<file path="src/rtl/tim_ctrl_if.sv">
// Peripheral bus bundle for tim_ctrl: single-cycle strobe, registered read return.
interface tim_ctrl_if;
    localparam int unsigned ADDR_W = 3;
    localparam int unsigned DATA_W = 32;

    logic              bus_sel;
    logic              bus_we;
    logic [ADDR_W-1:0] bus_addr;
    logic [DATA_W-1:0] bus_wdata;
    logic [DATA_W-1:0] bus_rdata;
    logic              bus_rvalid;

    modport master (output bus_sel, bus_we, bus_addr, bus_wdata,
                    input  bus_rdata, bus_rvalid);
    modport slave  (input  bus_sel, bus_we, bus_addr, bus_wdata,
                    output bus_rdata, bus_rvalid);
endinterface

</file>
<file path="src/rtl/tim_ctrl.sv">
// Register file, start/stop sequencing and shadow transfers for the 16-bit prescaled timer.
// Optional input capture is compiled in with TIM_CTRL_CAPTURE_EN.
module tim_ctrl #(
    parameter int unsigned      CNT_W   = 16,
    parameter logic [CNT_W-1:0] PSC_RST = '0,
    parameter logic [CNT_W-1:0] ARR_RST = '1
) (
    input  logic             clk,
    input  logic             rst,
    tim_ctrl_if.slave        bus,
    output logic             tim_en,
    output logic             tim_countdown,
    output logic [CNT_W-1:0] tim_psc,
    output logic [CNT_W-1:0] tim_arr,
    output logic             tim_reload,
    input  logic [CNT_W-1:0] tim_cnt,
    input  logic             tim_evt,
    input  logic             cap_in,
    output logic             irq
);
    localparam int unsigned DATA_W = 32;
    localparam logic [2:0] A_CR   = 3'd0;
    localparam logic [2:0] A_DIER = 3'd1;
    localparam logic [2:0] A_SR   = 3'd2;
    localparam logic [2:0] A_EGR  = 3'd3;
    localparam logic [2:0] A_PSC  = 3'd4;
    localparam logic [2:0] A_ARR  = 3'd5;
    localparam logic [2:0] A_CNT  = 3'd6;
    localparam logic [2:0] A_CCR  = 3'd7;

    typedef enum logic [1:0] {IDLE, ARM, RUN} state_t;
    state_t state, state_nxt;

    logic             cen, dir, opm, arpe, uie, ccie, uif, ccif;
    logic             cen_nxt, uie_nxt, ccie_nxt, uif_nxt, ccif_nxt;
    logic             wr, rd, wr_cr, wr_dier, wr_sr, wr_psc, wr_arr, ug;
    logic             evt_q, evt_rise, uev, arm_entry;
    logic [CNT_W-1:0] psc_pre, arr_pre, psc_act, arr_act, ccr;
    logic [DATA_W-1:0] rd_mux;
    logic             unused_ok;

    assign wr       = bus.bus_sel & bus.bus_we;
    assign rd       = bus.bus_sel & ~bus.bus_we;
    assign wr_cr    = wr & (bus.bus_addr == A_CR);
    assign wr_dier  = wr & (bus.bus_addr == A_DIER);
    assign wr_sr    = wr & (bus.bus_addr == A_SR);
    assign wr_psc   = wr & (bus.bus_addr == A_PSC);
    assign wr_arr   = wr & (bus.bus_addr == A_ARR);
    assign ug       = wr & (bus.bus_addr == A_EGR) & bus.bus_wdata[0];
    assign evt_rise = tim_evt & ~evt_q;
    assign uev      = evt_rise | ug;
    assign uie_nxt  = wr_dier ? bus.bus_wdata[0] : uie;
    assign ccie_nxt = wr_dier ? bus.bus_wdata[1] : ccie;
    assign arm_entry = (state_nxt == ARM);

    // Next-state and next flag values; OPM clear and flag set take priority
    always_comb begin
        state_nxt = state;
        cen_nxt   = cen;
        uif_nxt   = uif;
        if (wr_cr) cen_nxt = bus.bus_wdata[0];
        if (uev && opm) cen_nxt = 1'b0;
        if (wr_sr && bus.bus_wdata[0]) uif_nxt = 1'b0;
        if (uev) uif_nxt = 1'b1;
        case (state)
            IDLE:    if (cen) state_nxt = ARM;
            ARM:     state_nxt = cen_nxt ? RUN : IDLE;
            RUN:     if (!cen) state_nxt = IDLE;
            default: state_nxt = IDLE;
        endcase
    end

    always_comb begin
        rd_mux = '0;
        case (bus.bus_addr)
            A_CR:    rd_mux = DATA_W'({arpe, opm, dir, cen});
            A_DIER:  rd_mux = DATA_W'({ccie, uie});
            A_SR:    rd_mux = DATA_W'({ccif, uif});
            A_EGR:   rd_mux = '0;
            A_PSC:   rd_mux = DATA_W'(psc_pre);
            A_ARR:   rd_mux = DATA_W'(arr_pre);
            A_CNT:   rd_mux = DATA_W'(tim_cnt);
            A_CCR:   rd_mux = DATA_W'(ccr);
            default: rd_mux = '0;
        endcase
    end

`ifdef TIM_CTRL_CAPTURE_EN
    logic cap_s1, cap_s2, cap_q, cap_evt;

    assign cap_evt  = cap_s2 & ~cap_q;
    assign ccif_nxt = cap_evt | (ccif & ~(wr_sr & bus.bus_wdata[1]));

    // Synchronize the external trigger and latch the count on its rising edge
    always_ff @(posedge clk) begin
        if (rst) begin
            cap_s1 <= 1'b0;
            cap_s2 <= 1'b0;
            cap_q  <= 1'b0;
            ccr    <= '0;
            ccif   <= 1'b0;
        end else begin
            cap_s1 <= cap_in;
            cap_s2 <= cap_s1;
            cap_q  <= cap_s2;
            ccif   <= ccif_nxt;
            if (cap_evt) ccr <= tim_cnt;
        end
    end

    assign unused_ok = ^bus.bus_wdata;
`else
    assign ccr       = '0;
    assign ccif      = 1'b0;
    assign ccif_nxt  = 1'b0;
    assign unused_ok = ^{bus.bus_wdata, cap_in};
`endif

    always_ff @(posedge clk) begin
        if (rst) begin
            state          <= IDLE;
            cen            <= 1'b0;
            dir            <= 1'b0;
            opm            <= 1'b0;
            arpe           <= 1'b0;
            uie            <= 1'b0;
            ccie           <= 1'b0;
            uif            <= 1'b0;
            evt_q          <= 1'b1;
            psc_pre        <= PSC_RST;
            psc_act        <= PSC_RST;
            arr_pre        <= ARR_RST;
            arr_act        <= ARR_RST;
            tim_en         <= 1'b0;
            tim_reload     <= 1'b0;
            irq            <= 1'b0;
            bus.bus_rdata  <= '0;
            bus.bus_rvalid <= 1'b0;
        end else begin
            state <= state_nxt;
            evt_q <= tim_evt;
            cen   <= cen_nxt;
            uif   <= uif_nxt;
            uie   <= uie_nxt;
            ccie  <= ccie_nxt;
            if (wr_cr) begin
                dir  <= bus.bus_wdata[1];
                opm  <= bus.bus_wdata[2];
                arpe <= bus.bus_wdata[3];
            end
            // Shadow transfers see the old preload; a same-cycle write lands afterwards
            if (uev || arm_entry) psc_act <= psc_pre;
            if (uev || arm_entry || !arpe) arr_act <= arr_pre;
            if (wr_psc) psc_pre <= bus.bus_wdata[CNT_W-1:0];
            if (wr_arr) arr_pre <= bus.bus_wdata[CNT_W-1:0];
            tim_en         <= (state_nxt == RUN) & cen_nxt;
            tim_reload     <= arm_entry | ug;
            irq            <= (uif_nxt & uie_nxt) | (ccif_nxt & ccie_nxt);
            bus.bus_rvalid <= rd;
            if (rd) bus.bus_rdata <= rd_mux;
        end
    end

    assign tim_countdown = dir;
    assign tim_psc       = psc_act;
    assign tim_arr       = arr_act;
endmodule

</file>
<file path="src/flat_wrapper.sv">
// flat-port wrapper written by rule: the top's interface ports become plain ports
module tim_ctrl_flat 
#(
    parameter int unsigned      CNT_W   = 16,
    parameter logic [CNT_W-1:0] PSC_RST = '0,
    parameter logic [CNT_W-1:0] ARR_RST = '1
)
  (clk, rst, tim_en, tim_countdown, tim_psc, tim_arr, tim_reload, tim_cnt, tim_evt, cap_in, irq, bus_bus_sel, bus_bus_we, bus_bus_addr, bus_bus_wdata, bus_bus_rdata, bus_bus_rvalid);
  tim_ctrl_if bus_i ();
  input  logic clk;
  input  logic rst;
  output logic tim_en;
  output logic tim_countdown;
  output logic [CNT_W-1:0] tim_psc;
  output logic [CNT_W-1:0] tim_arr;
  output logic tim_reload;
  input  logic [CNT_W-1:0] tim_cnt;
  input  logic tim_evt;
  input  logic cap_in;
  output logic irq;
  input wire logic [$bits(bus_i.bus_sel)-1:0] bus_bus_sel;
  input wire logic [$bits(bus_i.bus_we)-1:0] bus_bus_we;
  input wire logic [$bits(bus_i.bus_addr)-1:0] bus_bus_addr;
  input wire logic [$bits(bus_i.bus_wdata)-1:0] bus_bus_wdata;
  output wire logic [$bits(bus_i.bus_rdata)-1:0] bus_bus_rdata;
  output wire logic [$bits(bus_i.bus_rvalid)-1:0] bus_bus_rvalid;
  assign bus_i.bus_sel = bus_bus_sel;
  assign bus_i.bus_we = bus_bus_we;
  assign bus_i.bus_addr = bus_bus_addr;
  assign bus_i.bus_wdata = bus_bus_wdata;
  assign bus_bus_rdata = bus_i.bus_rdata;
  assign bus_bus_rvalid = bus_i.bus_rvalid;
  tim_ctrl #(.CNT_W(CNT_W), .PSC_RST(PSC_RST), .ARR_RST(ARR_RST)) u_core (.clk(clk), .rst(rst), .bus(bus_i), .tim_en(tim_en), .tim_countdown(tim_countdown), .tim_psc(tim_psc), .tim_arr(tim_arr), .tim_reload(tim_reload), .tim_cnt(tim_cnt), .tim_evt(tim_evt), .cap_in(cap_in), .irq(irq));
endmodule
</file>
<file path="config.mk">
export PLATFORM = sky130hd
export DESIGN_NAME = tim_ctrl_flat
export DESIGN_NICKNAME = d
export VERILOG_FILES = /design/src/rtl/tim_ctrl_if.sv /design/src/rtl/tim_ctrl.sv /design/src/flat_wrapper.sv
export SDC_FILE = /design/constraint.sdc
export NUM_CORES = 1
export LEC_CHECK = 0
export ABC_CLOCK_PERIOD_IN_PS = 2700
export BUFFER_PORTS_ARGS = -buffer_cell sky130_fd_sc_hd__buf_2
export CORE_AREA = 2 2 67 116
export CTS_BUF_LIST = sky130_fd_sc_hd__clkbuf_8
export DETAILED_ROUTE_END_ITERATION = 10
export DIE_AREA = 0 0 69 118
export PLACE_DENSITY = 0.84
export SYNTH_ARGS = -nofsm -noshare
export SYNTH_HDL_FRONTEND = slang
export SYNTH_SLANG_ARGS = --single-unit
export TNS_END_PERCENT = 50
</file>
<file path="constraint.sdc">
create_clock -name clk -period 2.7 [get_ports clk]
set_input_delay 0.27 -clock clk [delete_from_list [all_inputs] [get_ports clk]]
set_output_delay 0.27 -clock clk [all_outputs]
set_load 0.03 [all_outputs]
</file>
# Word-level counts from Yosys, hierarchy flattened
# Index checks and enable logic that the tools add are counted.
[totals] latchBits=0 regBits=110 wordCells=63 memories=0 rom_bits=0 in_bits=57 mem_bits_rw=0 out_inout_bits=69
[op_classes] n_div=0 bitwise_logic=16 n_mux=10 magnitude_cmp=0 shift=0 n_eq_ne=11 reduce_logical=8 addsub=0 n_mul=0
[ops] operator="$pmux W32 S7" n=1
[ops] operator="$and A1 B1 Y1" n=12
[ops] operator="$eq A3 B3 Y1 const B" n=4
[ops] operator="$eq A3 B2 Y1 const B" n=2
[ops] operator="$mux W2" n=3
[ops] operator="$pmux W2 S3" n=1
[ops] operator="$mux W1" n=5
[ops] operator="$eq A2 B1 Y1 const B" n=2
[ops] operator="$eq A2 B2 Y1 const B" n=2
[ops] operator="$eq A3 B1 Y1 const B" n=1
[ops] operator="$logic_not A3 Y1" n=1
[ops] operator="$logic_and A1 B1 Y1" n=2
[ops] operator="$logic_not A2 Y1" n=1
[ops] operator="$logic_or A1 B1 Y1" n=2
[ops] operator="$not A1 Y1" n=2
[ops] operator="$or A1 B1 Y1" n=2
[ops] operator="$reduce_or A2 Y1" n=1
[ops] operator="$logic_not A1 Y1" n=1

# Logic depth before layout (Yosys ltp)
# Gate-level depths: netlist (run 1).
[logic_depth] depth_word=11 mapped_depth=7

# Least setup slack after synthesis (run 1)
# OpenSTA, ideal clock, no wires.
[synth_timing] path_kind="register -> register" start="register u_core.cen" end="register u_core.arr_act[2] (netlist: u_core.tim_arr[2])" setup_time_ns=0.120 synth_period_minus_slack_ns=1.537 slack_ns=1.163 required_time_ns=2.580 arrival_ns=1.417 path_stages_with_launch=6 path_cell_list="dfxtp_1 nor3b_1 a211oi_4 clkbuf_1 and3_1 a211o_1"
[synth_via] elab_chain_len=7 elab_cells_between_ends=9
[synth_rtl] element="start, declared" line="tim_ctrl.sv:34" rtl="logic cen, dir, opm, arpe, uie, ccie, uif, ccif;"
[synth_rtl] element="start signal, assigned" line="tim_ctrl.sv:142" rtl="cen <= cen_nxt;"
[synth_rtl] element="$mux W1" line="tim_ctrl.sv:61" rtl="if (wr_cr) cen_nxt = bus.bus_wdata[0];"
[synth_rtl] element="$mux W1" line="tim_ctrl.sv:62" rtl="if (uev && opm) cen_nxt = 1'b0;"
[synth_rtl] element="$mux W2" line="tim_ctrl.sv:67" rtl="ARM: state_nxt = cen_nxt ? RUN : IDLE;"
[synth_rtl] element="$pmux W2 S3 *" line="tim_ctrl.sv:65" rtl="case (state)"
[synth_rtl] element="$eq A2 B1 Y1 *" line="tim_ctrl.sv:54" rtl="assign arm_entry = (state_nxt == ARM);"
[synth_rtl] element="$logic_or A1 B1 Y1 * (2 in series)" line="tim_ctrl.sv:153" rtl="if (uev || arm_entry || !arpe) arr_act <= arr_pre;"
[synth_rtl] element="end signal, assigned" line="tim_ctrl.sv:153"
[synth_rtl] element="end, declared" line="tim_ctrl.sv:38" rtl="logic [CNT_W-1:0] psc_pre, arr_pre, psc_act, arr_act, ccr;"
# Mark *: on every way between the ends. The rest lies on a longest branch, timed or not.
# A chain may end at the register's enable or synchronous reset.

# Final worst setup path (run 1)
[layout_timing] start="input port bus_bus_addr[2]" end="register u_core.arr_act[13] (netlist: u_core.tim_arr[13])"
[layout_via] elab_chain_len=11 elab_cells_between_ends=14
[layout_rtl] element="start, declared" line="flat_wrapper.sv:23" rtl="input wire logic [$bits(bus_i.bus_addr)-1:0] bus_bus_addr;"
[layout_rtl] element="$eq A3 B2 Y1" line="tim_ctrl.sv:49" rtl="assign ug = wr & (bus.bus_addr == A_EGR) & bus.bus_wdata[0];"
[layout_rtl] element="$and A1 B1 Y1 (2 in series)" line="tim_ctrl.sv:49"
[layout_rtl] element="$or A1 B1 Y1" line="tim_ctrl.sv:51" rtl="assign uev = evt_rise | ug;"
[layout_rtl] element="$logic_and A1 B1 Y1" line="tim_ctrl.sv:62"
[layout_rtl] element="$mux W1" line="tim_ctrl.sv:62"
[layout_rtl] element="$mux W2" line="tim_ctrl.sv:67"
[layout_rtl] element="$pmux W2 S3" line="tim_ctrl.sv:65"
[layout_rtl] element="$eq A2 B1 Y1" line="tim_ctrl.sv:54"
[layout_rtl] element="$logic_or A1 B1 Y1 * (2 in series)" line="tim_ctrl.sv:153"
# Marked as above.

==> metrics, run 1 <==
Iter 0 DRT Violations 346; internal power 0.00191 W; Logic pwr share 0.108; Rel. slew slack 0.283; CP max stage delay 0.64 ns; crit end category register; Area Growth Syn to Fin 15.0%; GR Util All Layers 0.239; Power Total 0.00258 W; Synth Instances 415; Avg WL per Cell 17.1 um; Core Area 7180 sq um; CTS tree yes; clock network fraction of design power 0.338; Final min period 2.00 ns; # diodes 0; Post-Syn Area per Cell 9.46 sq um; die height 118 um; fin nets 547; number of nets with antenna violations after routing 0; multiplexer area fraction after synthesis 0.0873; switching pwr 0.000668 W; Leak 1.99 nW; Seq/Total Area, Yosys 0.479; cell total after placement 565; TritonCTS sink count 94; first-pass GRT wire length 15300 um; Non-Filler Instances 581; Setup WS pre-CTS 0.330 ns; crit path DAT 2.24 ns; hold_ws 0.103 ns; initial antenna violation count 0; Synth Area in XOR/XNOR 0; die width 69 um; CTS clk-pin slew, worst paths 0.09 ns; Post-Route WL 9920 um; largest cells by area after synthesis dfxtp_1, mux2i_1, a211o_1; sequential share of power 0.555; hpwl dp 7070 um; Post-Synth Simple-Gate Area 0.177; peak supply drop 0.399 mV; # port buffers 92; routed vias 3340; RSZ-0062 raised after global routing no; clk_skew 0.00764 ns; #FFs+latches synth 94; critical path peak fanout 18; Post-CTS Resized 0; root buffer cell clkbuf_8; Mapped Area 3930 sq um; share of cells above drive strength 1 0.240; final hold vios 0; fin crit share 0.739; met2 Resource Use GR 0.437; Post-Synth Adder-Cell Area 0; RD Place Congestion 0.867; Hold Path Origin tim_evt; Vias/cell 5.75; Max Cap Viol 0; Synth Area in Compound Gates 0.184; hold_buf cts 0; fillers 623; vias in the first global route 3164; crit path from bus_bus_addr[2]; final worst slack 0.704 ns; CP Launch Type input pin; Required @ worst endpoint 2.95 ns; FMAX 501 MHz; Distinct cells, synth 37; CTS max path bufs 2; sw frac 0.259; pwr dens 571 nW/um^2; # H-tree levels 3; critical path type input pin to register; post-synth top area share 0.479; Slew Limit Fails 0; Remaining DRCs 0; die area 8140 sq um; met3 capacity usage during global routing 0.0582; initial core utilization 0.547; main combinational cell family by area after synthesis compound AO/OA/AOI/OAI gates; worst-path cell chain buf_2 > and3b_1 > a211oi_4 > nand2_2 > a211o_1; Synth area leader dfxtp_1; Worst-Margin Slew 1.07 ns; met1 Usage GRT 0.240; Hold Crit Class input pin to register; status complete, no violations; largest net degree at the start of global routing 50; post-CTS setup buffer count 0; Setup TNS 0 ns; RR Startpoint u_core.cen$_SDFF_PP0_; FP Rows 41; final setup fails 0; Yosys warnings 0; crit path max-delay cell type a211oi_4; cts bufs inserted 9; GRT overflow 0; I/O pins 126; drt first pass iters 5; clk_lat worst skew 0.36 ns; Most Crowded Layer GR met2
==> sequential cells by signal, summed over array words and instances, names as in the netlist, 2 cells and up <==
| signal | cells |
|---|---|
| u_core.arr_pre | 16 |
| u_core.bus.bus_rdata | 16 |
| u_core.psc_pre | 16 |
| u_core.tim_arr | 16 |
| u_core.tim_psc | 16 |
| u_core.state | 2 |
==> through the flow <==
| step | utilization | area, sq um |
|---|---|---|
| global placement | 0.603 | 4330 |
| finish | 0.629 | 4520 |
| detailed placement | 0.603 | 4330 |
| floorplan | - | 3980 |
| global route | 0.629 | 4520 |
| CTS | 0.629 | 4520 |
==> kinds of logic after synthesis <==
family                 count (synthesis)
AND/OR/NAND/NOR                      143
AO/OA/AOI/OAI                         96
flip-flops                            94
buffers and inverters                 48
multiplexers                          33
other                                  1
==> worst max-delay path, delay by kind of cell <==
family / cells / cell delay (ns)
simple gates: 2 / 0.69
compound gates: 2 / 1.01
buf+inv: 1 / 0.26
==> final timing paths <==
kind / cells after the start / slack, ns / end
worst max-delay path: 5 / 0.70 / u_core.tim_arr[13]$_SDFFE_PP1P_
worst max register to register: 4 / 0.77 / u_core.tim_arr[13]$_SDFFE_PP1P_
worst min register to register: 2 / 0.48 / u_core.ccie$_SDFFE_PP0P_
worst min-delay path: 2 / 0.10 / u_core.evt_q$_SDFF_PP1_
==> routing by layer <==
layer	wire length, um	up-vias
met1	3520	1565
met2	5320	152
met3	584	42
li1	-	1581
met4	482	0
met5	0	-
==> cell type report <==
cell class / count / area [sq um] / share of cell area
sequential: 94 / 1880 / 0.417
multi-input combinational: 288 / 1820 / 0.403
timing repair buffer: 96 / 515 / 0.114
clock buffer: 12 / 165 / 0.0366
tap: 86 / 108 / 0.0238
clock inverter: 4 / 20.0 / 0.00443
inverter: 1 / 3.75 / 0.000831
==> synth_stat cells <==
| cell | instances |
|---|---|
| dfxtp_1 | 94 |
| nand2_1 | 40 |
| nor2_1 | 39 |
| a211o_1 | 32 |
| mux2i_1 | 32 |
| a21oi_1 | 23 |
| nor2b_1 | 22 |
| clkbuf_1 | 20 |
| and3_1 | 17 |
| buf_4 | 16 |
| a22oi_1 | 12 |
| o2bb2ai_1 | 12 |
| o21ai_0 | 6 |
| buf_2 | 5 |
| nand2b_1 | 5 |
| nand3_1 | 5 |
| nor4_1 | 5 |
| a221oi_1 | 4 |
| buf_6 | 3 |
| a22o_1 | 2 |
| and2_1 | 2 |
| buf_1 | 2 |
| nor3_1 | 2 |
| or2_2 | 2 |
| a211oi_1 | 1 |
| a211oi_4 | 1 |
| a21o_1 | 1 |
| a31o_2 | 1 |
| and3b_1 | 1 |
| buf_8 | 1 |
| conb_1 | 1 |
| inv_1 | 1 |
| mux4_2 | 1 |
| nand2_2 | 1 |
| nand3b_1 | 1 |
| nor3b_1 | 1 |
| o22ai_1 | 1 |
==> power groups by stage <==
stage	clock, W	sequential, W	combinational [W]
2_1_floorplan	0	0.00148	0.000185
5_1_grt	0.000937	0.00143	0.000298
3_5_place_dp	0	0.00146	0.000273
4_1_cts	0.000885	0.00143	0.000275
3_3_place_gp	0	0.00146	0.000269
6_report	0.000870	0.00143	0.000278
==> layout by cell type, fill, tap and decap left out, types with 6 or more instances in the layout <==
cell type / n
o21ai_0: 6
a211o_1: 32
conb_1: 16
a21oi_1: 23
dfxtp_1: 94
buf_2: 92
o2bb2ai_1: 12
mux2i_1: 32
a22oi_1: 12
nand2_1: 40
and3_1: 17
nor2_1: 38
clkbuf_8: 12
nor2b_1: 22
Note: power is estimated with default switching activity, not from simulation.
==> run 2, diff against run 1 <==
--- a/config.mk
+++ b/config.mk
@@ -5,13 +5,13 @@
 export SDC_FILE = /design/constraint.sdc
 export NUM_CORES = 1
 export LEC_CHECK = 0
-export ABC_CLOCK_PERIOD_IN_PS = 2700
+export ABC_CLOCK_PERIOD_IN_PS = 1700
 export BUFFER_PORTS_ARGS = -buffer_cell sky130_fd_sc_hd__buf_2
-export CORE_AREA = 2 2 67 116
+export CORE_AREA = 2 2 73 126
 export CTS_BUF_LIST = sky130_fd_sc_hd__clkbuf_8
 export DETAILED_ROUTE_END_ITERATION = 10
-export DIE_AREA = 0 0 69 118
-export PLACE_DENSITY = 0.84
+export DIE_AREA = 0 0 75 128
+export PLACE_DENSITY = 0.75
 export SYNTH_ARGS = -nofsm -noshare
 export SYNTH_HDL_FRONTEND = slang
 export SYNTH_SLANG_ARGS = --single-unit
==> constraint.sdc (replaced) <==
create_clock -name clk -period 1.7 [get_ports clk]
set_input_delay 0.17 -clock clk [delete_from_list [all_inputs] [get_ports clk]]
set_output_delay 0.17 -clock clk [all_outputs]
set_load 0.03 [all_outputs]
==> run 2 against run 1 <==
  * Global-route usage decreased by 1.5 points
  * Critical path depth increased by 2
  * First-iteration DRC count decreased by 40%
  * Critical endpoint is now u_core.tim_arr[11]$_SDFFE_PP1P_
==> metrics, run 2 (synthesized netlist as in run 1, its figures left out) <==
sequential share of power 0.539; Worst-Margin Slew 0.716 ns; cts bufs inserted 9; Setup TNS 0 ns; CTS clk-pin slew, worst paths 0.09 ns; cell mode on critical path buf_4; die width 75 um; Rel. slew slack 0.523; pwr dens 891 nW/um^2; peak supply drop 0.846 mV; I/O pins 126; # diodes 0; largest net degree at the start of global routing 49; clk_skew 0.00744 ns; Avg WL per Cell 16.2 um; sw frac 0.265; Top delay family on crit path buffers and inverters; TritonCTS sink count 94; final setup fails 0; clock network fraction of design power 0.349; # port buffers 92; CP Launch Type register; Required @ worst endpoint 1.96 ns; drt first pass iters 4; critical path type register to register; CTS max path bufs 2; vias in the first global route 3234; Vias/cell 5.30; WP buf/inv 3; critical path peak fanout 16; CP max stage delay 0.36 ns; die height 128 um; # H-tree levels 3; fin nets 562; Setup WS pre-CTS 0.0577 ns; final worst slack 0.0880 ns; GR Util All Layers 0.225; switching pwr 0.00111 W; fin crit share 0.948; FMAX 620 MHz; Area Growth Syn to Fin 20.3%; Hold Crit Class input pin to register; commonest non-fill, non-tap cell in the layout dfxtp_1; root buffer cell clkbuf_8; Max Cap Viol 0; CTS tree yes; clk_lat worst skew 0.37 ns; internal power 0.00310 W; RSZ-0062 raised after global routing no; crit end category register; worst-path cell chain nor3b_2 > buf_4 > a211oi_4 > buf_4 > buf_6 > and3_1 > a211o_1; GRT overflow 0; Remaining DRCs 0; initial antenna violation count 0; die area 9600 sq um; crit path DAT 1.87 ns; FP Rows 45; final hold vios 0; crit path max-delay cell type dfxtp_2; share of cells above drive strength 1 0.267; routed vias 3321; Iter 0 DRT Violations 209; most frequent cells in the layout dfxtp_1, buf_2, nand2_1; Logic pwr share 0.111; Leak 2.08 nW; first-pass GRT wire length 16100 um; Final min period 1.61 ns; Core Area 8610 sq um; RD Place Congestion 0.937; hpwl dp 7520 um; Post-Route WL 10200 um; number of nets with antenna violations after routing 0; Power Total 0.00421 W; Slew Limit Fails 0; initial core utilization 0.456; status complete, no violations
[run 2: final timing paths]
| check | from | to | slack, ns | cells past startpoint |
|---|---|---|---|---|
| setup / recovery | u_core.state[0]$_SDFF_PP0_ | u_core.tim_arr[11]$_SDFFE_PP1P_ | 0.09 | 7 |
| hold / removal | bus_bus_wdata[5] | u_core.arr_pre[5]$_SDFFE_PP1P_ | 0.02 | 2 |
| setup reg to reg | u_core.state[0]$_SDFF_PP0_ | u_core.tim_arr[11]$_SDFFE_PP1P_ | 0.09 | 7 |
| hold reg to reg | u_core.psc_pre[6]$_SDFFE_PP0P_ | u_core.psc_pre[6]$_SDFFE_PP0P_ | 0.48 | 2 |
[run 2: worst register-to-register path: cells and delay by family, from the launching register on]
| kind | cells | cell delay (ns) |
|---|---|---|
| DFF | 1 | 0.36 |
| buffers and inverters | 3 | 0.48 |
| AOI/OAI and AO/OA | 2 | 0.31 |
| and+or+nand+nor | 2 | 0.37 |
[run 2: layer usage]
| metal | track usage | wire length (um) | vias up |
|---|---|---|---|
| li1 | - | - | 1616 |
| met1 | 0.258 | 3700 | 1570 |
| met2 | 0.388 | 5590 | 110 |
| met3 | 0.0519 | 581 | 25 |
| met4 | 0.0935 | 304 | 0 |
| met5 | 0 | 0 | - |
[run 2: layout make-up]
type                       instances  area [sq um]
clock buffer                       9           124
clock inverter                     7          72.6
fill                             817          3890
inverter                           1          3.75
multi-input combinational        288          1830
sequential                        94          1880
tap                              117           146
timing repair buffer             111           659
[run 2: what timing repair did]
action,4_1_cts,5_1_grt
resized for setup,0,8
setup endpoints to repair,0,32
buffers inserted,0,1
endpoints found under the hold margin,1,0
hold buffers,1,0
[run 2: per-stage QoR]
stage / area [sq um] / utilization / hold slack (ns) / cells
after floorplan: 3980 / - / 0.268 / 430
after global placement: 4480 / 0.520 / 0.370 / 609
after detailed placement: 4480 / 0.520 / 0.376 / 609
after CTS: 4690 / 0.544 / 0.00392 / 626
after global routing: 4720 / 0.548 / 0.00978 / 627
final: 4720 / 0.548 / 0.0240 / 627
[run 2: power by group through the flow]
stage,clock network (W),registers (W),logic [W]
2_1_floorplan,0,0.00236,0.000293
3_3_place_gp,0,0.00232,0.000451
3_5_place_dp,0,0.00232,0.000457
4_1_cts,0.00151,0.00227,0.000460
5_1_grt,0.00160,0.00227,0.000511
6_report,0.00147,0.00227,0.000469
